**config.mk**
```make
export PLATFORM = sky130hd
export DESIGN_NAME = timer_dev
export DESIGN_NICKNAME = d
export VERILOG_FILES = /design/src/rtl/timer_pkg.sv /design/src/rtl/timer_addr_dec.sv /design/src/rtl/timer_dev.sv
export SDC_FILE = /design/constraint.sdc
export NUM_CORES = 1
export LEC_CHECK = 0
export CAP_MARGIN = 20
export CORE_MARGIN = 2
export CORE_UTILIZATION = 45
export DETAILED_ROUTE_END_ITERATION = 8
export HOLD_SLACK_MARGIN = 0.08
export PLACE_DENSITY_LB_ADDON = 0.1
export SYNTH_ARGS = -nofsm -noshare
export SYNTH_HDL_FRONTEND = slang
export SYNTH_SLANG_ARGS = --single-unit
```
**constraint.sdc**
```tcl
create_clock -name clk -period 2.7 [get_ports clk]
set_input_delay 0.675 -clock clk [delete_from_list [all_inputs] [get_ports clk]]
set_output_delay 0.675 -clock clk [all_outputs]
set_load 0.005 [all_outputs]
```
**src/rtl/timer_pkg.sv**
```systemverilog
// rtl/timer_pkg.sv - shared constants for the memory-mapped countdown timer
package timer_pkg;

    // Word offsets within the 16-byte register window (addr[3:2])
    localparam logic [1:0] OFS_CTRL   = 2'd0;
    localparam logic [1:0] OFS_PRESET = 2'd1;
    localparam logic [1:0] OFS_COUNT  = 2'd2;
    localparam logic [1:0] OFS_RSVD   = 2'd3;

    // CTRL register bit positions
    localparam int EN_BIT   = 0;
    localparam int MODE_LSB = 1;
    localparam int MODE_MSB = 2;
    localparam int IM_BIT   = 3;

    // MODE field values; 2 and 3 fall back to one-shot behaviour
    localparam logic [1:0] MODE_ONESHOT = 2'd0;
    localparam logic [1:0] MODE_RELOAD  = 2'd1;

    // Countdown FSM state encoding
    localparam logic [1:0] ST_IDLE = 2'd0;
    localparam logic [1:0] ST_LOAD = 2'd1;
    localparam logic [1:0] ST_CNT  = 2'd2;
    localparam logic [1:0] ST_INT  = 2'd3;

    // Assemble the software-visible CTRL word; upper bits always read zero
    function automatic logic [31:0] ctrl_word(input logic en, input logic [1:0] mode, input logic im);
        logic [31:0] w;
        w = 32'd0;
        w[EN_BIT] = en;
        w[MODE_MSB:MODE_LSB] = mode;
        w[IM_BIT] = im;
        return w;
    endfunction

endpackage

```
**src/rtl/timer_addr_dec.sv**
```systemverilog
// rtl/timer_addr_dec.sv - bus address decode, legal-access qualification and error flag
module timer_addr_dec
    import timer_pkg::*;
#(
    parameter logic [31:0] BASE_ADDR = 32'h0000_7F00
) (
    input  logic        sel,
    input  logic        we,
    input  logic [31:0] addr,
    output logic [1:0]  offset,
    output logic        rd_ok,
    output logic        wr_ctrl,
    output logic        wr_preset,
    output logic        err
);

    localparam logic [27:0] BASE_TAG = BASE_ADDR[31:4];

    logic hit;
    logic misaligned;
    logic bad_offset;

    // Window match, alignment and offset legality; an error suppresses every side effect
    always_comb begin
        hit        = (addr[31:4] == BASE_TAG);
        offset     = addr[3:2];
        misaligned = (addr[1:0] != 2'b00);
        bad_offset = (offset == OFS_RSVD) || (we && (offset == OFS_COUNT));
        err        = sel && (!hit || misaligned || bad_offset);
        rd_ok      = sel && !err;
        wr_ctrl    = sel && we && !err && (offset == OFS_CTRL);
        wr_preset  = sel && we && !err && (offset == OFS_PRESET);
    end

endmodule

```
**src/rtl/timer_dev.sv**
```systemverilog
// rtl/timer_dev.sv - countdown timer bus responder with one-shot/auto-reload modes and irq
module timer_dev
    import timer_pkg::*;
#(
    parameter logic [31:0] BASE_ADDR = 32'h0000_7F00
) (
    input  logic        clk,
    input  logic        reset,
    input  logic        sel,
    input  logic [31:0] addr,
    input  logic        we,
    input  logic [31:0] wdata,
    output logic [31:0] rdata,
    output logic        err,
    output logic        irq
);

    logic [1:0]  offset;
    logic        rd_ok;
    logic        wr_ctrl;
    logic        wr_preset;

    logic        ctrl_en;
    logic [1:0]  ctrl_mode;
    logic        ctrl_im;
    logic [31:0] preset;
    logic [31:0] count;
    logic [1:0]  state;
    logic        irq_pend;

    logic        is_reload;
    logic        int_entry;

    timer_addr_dec #(
        .BASE_ADDR (BASE_ADDR)
    ) u_dec (
        .sel       (sel),
        .we        (we),
        .addr      (addr),
        .offset    (offset),
        .rd_ok     (rd_ok),
        .wr_ctrl   (wr_ctrl),
        .wr_preset (wr_preset),
        .err       (err)
    );

    // Expiry is decided in the last CNT cycle, so the one-shot EN clear and the
    // irq_pend set land on the same edge that enters INT; that edge is where a
    // concurrent CPU CTRL write is arbitrated (CPU wins EN, set wins irq_pend).
    always_comb begin
        is_reload = (ctrl_mode == MODE_RELOAD);
        int_entry = (state == ST_CNT) && ctrl_en && (count == 32'd0);
    end

    // Countdown FSM
    always_ff @(posedge clk or negedge reset) begin
        if (!reset) begin
            state <= ST_IDLE;
        end else begin
            case (state)
                ST_IDLE: if (ctrl_en) state <= ST_LOAD;
                ST_LOAD: state <= ST_CNT;
                ST_CNT: begin
                    if (!ctrl_en)
                        state <= ST_IDLE;
                    else if (count == 32'd0)
                        state <= ST_INT;
                end
                default: state <= is_reload ? ST_LOAD : ST_IDLE;
            endcase
        end
    end

    // COUNT: loaded from PRESET in LOAD, decremented only while nonzero so it never wraps
    always_ff @(posedge clk or negedge reset) begin
        if (!reset) begin
            count <= 32'd0;
        end else if (state == ST_LOAD) begin
            count <= preset;
        end else if ((state == ST_CNT) && ctrl_en && (count != 32'd0)) begin
            count <= count - 32'd1;
        end
    end

    // CTRL fields; a CPU write overrides the hardware EN clear at one-shot expiry
    always_ff @(posedge clk or negedge reset) begin
        if (!reset) begin
            ctrl_en   <= 1'b0;
            ctrl_mode <= MODE_ONESHOT;
            ctrl_im   <= 1'b0;
        end else if (wr_ctrl) begin
            ctrl_en   <= wdata[EN_BIT];
            ctrl_mode <= wdata[MODE_MSB:MODE_LSB];
            ctrl_im   <= wdata[IM_BIT];
        end else if (int_entry && !is_reload) begin
            ctrl_en   <= 1'b0;
        end
    end

    // PRESET is only consumed in LOAD, so a write mid-count affects the next period
    always_ff @(posedge clk or negedge reset) begin
        if (!reset) begin
            preset <= 32'd0;
        end else if (wr_preset) begin
            preset <= wdata;
        end
    end

    // Pending interrupt: set on INT entry; cleared by a CTRL write, or one cycle later in reload mode
    always_ff @(posedge clk or negedge reset) begin
        if (!reset) begin
            irq_pend <= 1'b0;
        end else if (int_entry) begin
            irq_pend <= 1'b1;
        end else if (wr_ctrl || ((state == ST_INT) && is_reload)) begin
            irq_pend <= 1'b0;
        end
    end

    // Registered, masked interrupt request
    always_ff @(posedge clk or negedge reset) begin
        if (!reset) begin
            irq <= 1'b0;
        end else begin
            irq <= irq_pend && ctrl_im;
        end
    end

    // Combinational read mux; zero for deselected or erroneous accesses
    always_comb begin
        rdata = 32'd0;
        if (rd_ok) begin
            case (offset)
                OFS_CTRL:   rdata = ctrl_word(ctrl_en, ctrl_mode, ctrl_im);
                OFS_PRESET: rdata = preset;
                OFS_COUNT:  rdata = count;
                default:    rdata = 32'd0;
            endcase
        end
    end

endmodule

```
==> run metrics, run 1 <==
status finished with violations; violated checks negative setup slack; FF-to-FF Start count[0]$_DFFE_PN0P_; share of cells above drive strength 1 40.9%; most area-hungry cell type in the Yosys netlist dfrtp_1; Non-Filler Instances 714; Avg WL per Cell 19.3 um; Setup CP Type primary input to output pin; Fin. Hold Viols 0; critical path's top delay family simple AND/OR/NAND/NOR gates; skew final 0.0121 ns; # DRC 0; r2r setup slk -0.11 ns; RSZ-0062 raised after global routing true; Synth Register Bits 72; post-route ant nets 0; power per standard cell area 329 nW/um^2; vias in the first global route 4270; Clk pin slew, worst setup/hold paths 0.08 ns; Pwr Total 2.11 mW; Via Count 4211; Ys Warns 0; CP Cell Sequence buf_6 > or4_4 > a211oi_2 > nand4_1 > buf_4 > buf_6 > buf_16 > nor2_4 > buf_2; 1st-iter DRT viols 199; most common cell after layout, fill and taps aside dfrtp_1; worst hold path type primary input to asynchronous set/reset pin; post-synthesis net count 500; Placed Instances 674; min cycle time layout 3.03 ns; CTS Buffer Depth 2; placed cell areas 5660 um^2; first-pass GRT wire length 20800 um; CP max stage cell or4_4; die width 99.4 um; DR vias/cell 5.90; initial antenna violation count 0; Mapped Cells 430; VDD IR max 246 uV; WL final 13800 um; count of cell types in the netlist 52; Die ar. 9870 um^2; headroom to the max-slew limit 65.0%; WP data arrival 2.36 ns; pin count of the biggest net entering global routing 73; H-tree Lvls 3; Core ar. 8760 um^2; Final HPWL DP 8750 um; I/O pins 102; die height 99.4 um; synth top area cells dfrtp_1 44%, mux2_2 9.6%, a22oi_1 5.1%, nor2_1 4.7%, nand2_1 3.1%; Filler cells 659; critical-path maximum fanout 5; Skew-Pair Late Insertion Delay 0.36 ns; worst stage delay on the critical path 0.52 ns; total grt overflow 0; highest-count cells in the layout ignoring fill and taps 72 x dfrtp_1, 60 x buf_4, 42 x clkdlybuf4s50_1, 36 x buf_2, 34 x nand2_1; GRT Util Overall 26.3%; worst slew pin tran 0.520 ns; Post-Syn Area per Cell 9.52 um^2; post-route cell area 6430 um^2; setup violators final 50; ys async rst share 100%; Worst Setup End Kind output pin; setup TNS -8.90 ns; Critical Path Source addr[28]; Top cell by count, worst path buf_6; ys flop type dfrtp_1; DP Worst Slack -0.871 ns; leakage 3.00 nW; Period Utilization, post-route 112%; Final Slew Violations 0; CTS Sinks 72; site row count 34; Layout Nets 671; CTS tree yes; Yosys top cell area share 44.0%; register area share after synthesis 44.0%; maximum operating frequency 0.330 GHz; EDFF count, synth 0; Clock Tree Root clkbuf_8; ANT cells 0; Buf/Inv on CP 5; Worst Path Required 2.03 ns; Starting Density 46.7%; first-pass iteration count of the detailed router 5; Syn Std Cell Area 4090 um^2; # Max-Cap Violations 0; Setup crit start kind primary input; number of I/O port buffers 101; CTS Buf Count 9; Area Growth Syn to Fin 57.1%; GP Congestion 0.861; slack of the critical path -0.335 ns
## where the power goes
group	switching (mW)	internal [mW]
Sequential	0.00000000175	1.08
Clock	0.431	0.451
Combinational	0.0643	0.0893
Total	0.496	1.62
## per-layer routing
metal	track usage [%]	vias to the layer above	part of all wire, %
met5	0	-	0
met4	12.0	0	3.4
met3	4.15	47	5.6
met2	44.0	155	49
li1	-	1963	-
met1	33.5	2046	42
## state kept, by name (all words and copies together), names as in the netlist
| name | count |
|---|---|
| count | 32 |
| ctrl_en | 1 |
| ctrl_im | 1 |
| ctrl_mode | 2 |
| irq | 1 |
| irq_pend | 1 |
| preset | 32 |
| state | 2 |
## what timing repair did
action,CTS,global route
hold endpoints to repair,0,0
hold buffers,0,0
resized for setup,231,74
setup buffers,10,8
pin swaps,47,16
cloned,3,4
endpoints found under the setup margin,93,94
## through the flow
step	hold slack, ns	util (%)
3_3_place_gp	0.488	64.6
4_1_cts	0.339	68.8
6_report	0.330	73.4
5_1_grt	0.364	73.4
2_1_floorplan	0.379	-
3_5_place_dp	0.490	64.6
## kinds of logic after synthesis
| family | Yosys count | share of synthesized area, % |
|---|---|---|
| compound gates | 101 | 17.9 |
| simple gates | 178 | 22.6 |
| buf+inv | 36 | 3.85 |
| flops | 72 | 44.0 |
| xor+xnor | 2 | 0.428 |
| mux | 39 | 10.6 |
| fa+ha+maj | 2 | 0.611 |
## final cells by class
class                      count  area (um^2)  area share (%)
clock buffer                  11          141            2.20
timing repair buffer         187         1700            26.4
tap                          108          135            2.10
clock inverter                 5         56.3           0.876
inverter                       9         33.8           0.525
multi-input combinational    322         2570            39.9
sequential                    72         1800            28.0
## worst register-to-register path, stage by stage (launching register included)
cell and delay (ns):
dfrtp_1 0.39, inv_2 0.07, ha_1 0.15, or4b_4 0.47
or4_4 0.44, or4_4 0.50, buf_6 0.16, nand4_1 0.27
buf_4 0.18, o31ai_2 0.05
## final timing paths
path	to	depth (start not counted)
worst max-delay path	rdata[15]	9
worst min register to register	count[22]$_DFFE_PN0P_	2
worst max register to register	count[31]$_DFFE_PN0P_	9
worst min-delay path	preset[10]$_DFFE_PN0P_	2
max in group asynchronous	count[23]$_DFFE_PN0P_	2
min in group clk	count[22]$_DFFE_PN0P_	2
## cells in the mapped netlist (3+ instances only)
master	n
dfrtp_1	72
nor2_1	51
mux2_2	35
nand2_1	34
a22oi_1	28
clkbuf_1	23
nand3_1	15
nor3_1	14
o21ai_0	13
a21oi_1	12
nor4_1	11
inv_1	9
o211ai_1	8
o311ai_0	8
or3_1	8
or4_1	8
a221o_1	6
nand4_1	6
nand2b_1	5
mux2i_1	4
nor2b_1	4
or2_2	4
or4_4	4
a211o_1	3
a21o_1	3
a32oi_1	3
and2_1	3
o21a_1	3
Note: power is estimated with default switching activity, not from simulation.
==> inputs of run 2 (changes only) <==
- PLACE_DENSITY_LB_ADDON: 0.1 -> 0.25
==> run 2 against run 1 <==
  * The flow still finishes with violations (negative setup slack)
  * Sequential power barely moved
  * Register-to-register slack improved by 0.03 ns
  * Clock power up 25%
  * Critical path type unchanged
  * Largest cell class unchanged
  * Largest power group is now the clock network
==> run metrics, run 2 (synthesis results as in run 1) <==
Pwr Total 2.33 mW (+10%); VDD IR max 227 uV (-7.8%); CP max stage cell or4_4; Worst Hold Slack 0.293 ns (-0.0372 ns); power per standard cell area 347 nW/um^2 (+5.7%); biggest regs count (32), preset (32); Period Utilization, post-route 115% (+2.7 points); Worst Path Required 2.03 ns (about the same); pin count of the biggest net entering global routing 29 (-60%); total grt overflow 0 (unchanged); Core ar. 8760 um^2 (unchanged); critical path's top delay family simple AND/OR/NAND/NOR gates; headroom to the max-slew limit 63.2% (-1.8 points); Layout Nets 677 (+0.89%); first-pass iteration count of the detailed router 6 (+1); highest-count cells in the layout ignoring fill and taps 72 x dfrtp_1, 63 x buf_4, 40 x clkdlybuf4s50_1, 35 x buf_2, 33 x nand2_1; Via Count 4362 (+3.6%); site row count 34 (unchanged); CTS Buf Count 9 (unchanged); Top cell by count, worst path buf_6; vias in the first global route 4468 (+4.6%); CP Cell Sequence buf_6 > or4_4 > a211oi_2 > nand4_1 > buf_6 > buf_16 > buf_12 > nor2_4 > buf_2; worst hold path type primary input to asynchronous set/reset pin; ANT cells 0 (unchanged); CTS tree yes; Final HPWL DP 8730 um (-0.16%); H-tree Lvls 3 (unchanged); RSZ-0062 raised after global routing true; Filler cells 606 (-8.0%); die height 99.4 um (unchanged); CTS Buffer Depth 2 (unchanged); worst stage delay on the critical path 0.52 ns (about the same); Reg area 1800 um^2 (unchanged); share of cells above drive strength 1 43.1% (+2.2 points); maximum operating frequency 0.322 GHz (-2.3%); worst reg2reg path depth 7 (-2); Area Growth Syn to Fin 63.6%; # Max-Cap Violations 0 (unchanged); GRT Util Overall 28.2% (+1.9 points); DR vias/cell 6.06 (+2.7%); GP Congestion 0.884 (+2.6%); critical-path maximum fanout 6 (+1); number of I/O port buffers 101 (unchanged); Critical Path Stages 9 (unchanged); most common cell after layout, fill and taps aside dfrtp_1; worst slew pin tran 0.552 ns (+0.0317 ns); Clock Tree Root clkbuf_8; WP data arrival 2.43 ns (+0.07 ns); # DRC 0 (unchanged); slack of the critical path -0.407 ns (-0.0724 ns); setup violators final 74 (+48%); CTS Sinks 72 (unchanged); Buf/Inv on CP 5 (unchanged); post-route ant nets 0 (unchanged); Worst Setup End Kind output pin; status finished with violations; Skew-Pair Late Insertion Delay 0.36 ns (about the same); Avg WL per Cell 19.9 um (+2.8%); WL final 14300 um (+3.7%); 1st-iter DRT viols 223 (+12%); Clk pin slew, worst setup/hold paths 0.08 ns (about the same); Starting Density 46.7% (unchanged); Fin. Hold Viols 0 (unchanged); Setup CP Type primary input to output pin; I/O pins 102 (unchanged); leakage 3.10 nW (+3.3%); first-pass GRT wire length 22100 um (+5.9%); Die ar. 9870 um^2 (unchanged); die width 99.4 um (unchanged); violated checks negative setup slack; Setup crit start kind primary input; initial antenna violation count 0 (unchanged); skew final 0.00791 ns (-0.00419 ns); Multi-input gate area 2690 um^2 (+4.6%); Final Slew Violations 0 (unchanged); min cycle time layout 3.11 ns (+0.0724 ns)
## run 2: path summary, 6_finish.rpt
path,start,endpoint,slack (ns)
min,reset,preset[9]$_DFFE_PN0P_,0.29
max in group asynchronous,reset,count[29]$_DFFE_PN0P_,1.66
max,addr[28],rdata[1],-0.41
max reg2reg,count[24]$_DFFE_PN0P_,count[31]$_DFFE_PN0P_,-0.08
min in group clk,ctrl_im$_DFFE_PN0P_,irq$_DFF_PN0_,0.53
min reg2reg,ctrl_im$_DFFE_PN0P_,irq$_DFF_PN0_,0.53
## run 2: what timing repair did
item                                    CTS  global route
endpoints found under the hold margin     0             0
endpoints found under the setup margin   95            95
gates cloned                              5             4
resized for setup                       231           110
pin swaps                                30            28
hold buffers                              0             0
buffers inserted                         13            13
## run 2: area by class of cell
type / instances / share of cell area, %
tap: 108 / 2.02
sequential: 72 / 26.9
clock inverter: 5 / 1.53
timing repair buffer: 193 / 26.7
multi-input combinational: 322 / 40.1
clock buffer: 11 / 2.26
inverter: 9 / 0.505
## run 2: metrics by stage
stage | area [um^2] | utilization [%] | setup WS [ns] | instances | TNS, ns
after global routing | 6690 | 76.4 | -0.425 | 720 | -21.13
final | 6690 | 76.4 | -0.407 | 720 | -19.96
after global placement | 5650 | 64.4 | -0.813 | 674 | -43.05
after floorplan | 4110 | - | -0.000989 | 430 | -0.00297
after detailed placement | 5650 | 64.4 | -0.909 | 674 | -47.85
after CTS | 6180 | 70.5 | -0.371 | 708 | -9.08
## run 2: where the power goes
part           internal [mW]  leakage [nW]  switching, mW
registers               1.08          1.00  0.00000000185
logic                 0.0871          1.98         0.0639
clock network          0.663         0.126          0.435
total                   1.83          3.10          0.498
## run 2: worst register-to-register path: stages, from the launching register on
cell	delay (ns)
dfrtp_1	0.40
or4_4	0.52
or4_4	0.44
or4_4	0.64
buf_6	0.16
nand4_1	0.25
buf_4	0.18
o31ai_2	0.05
## run 2: layer usage
| metal | GRT usage, % | part of all wire, % | routed length, um | up-vias |
|---|---|---|---|---|
| li1 | - | - | - | 1977 |
| met1 | 35.3 | 40 | 5740 | 2174 |
| met2 | 48.4 | 50 | 7170 | 179 |
| met3 | 5.48 | 6.8 | 978 | 32 |
| met4 | 10.6 | 2.9 | 422 | 0 |
| met5 | 0 | 0 | 0 | - |
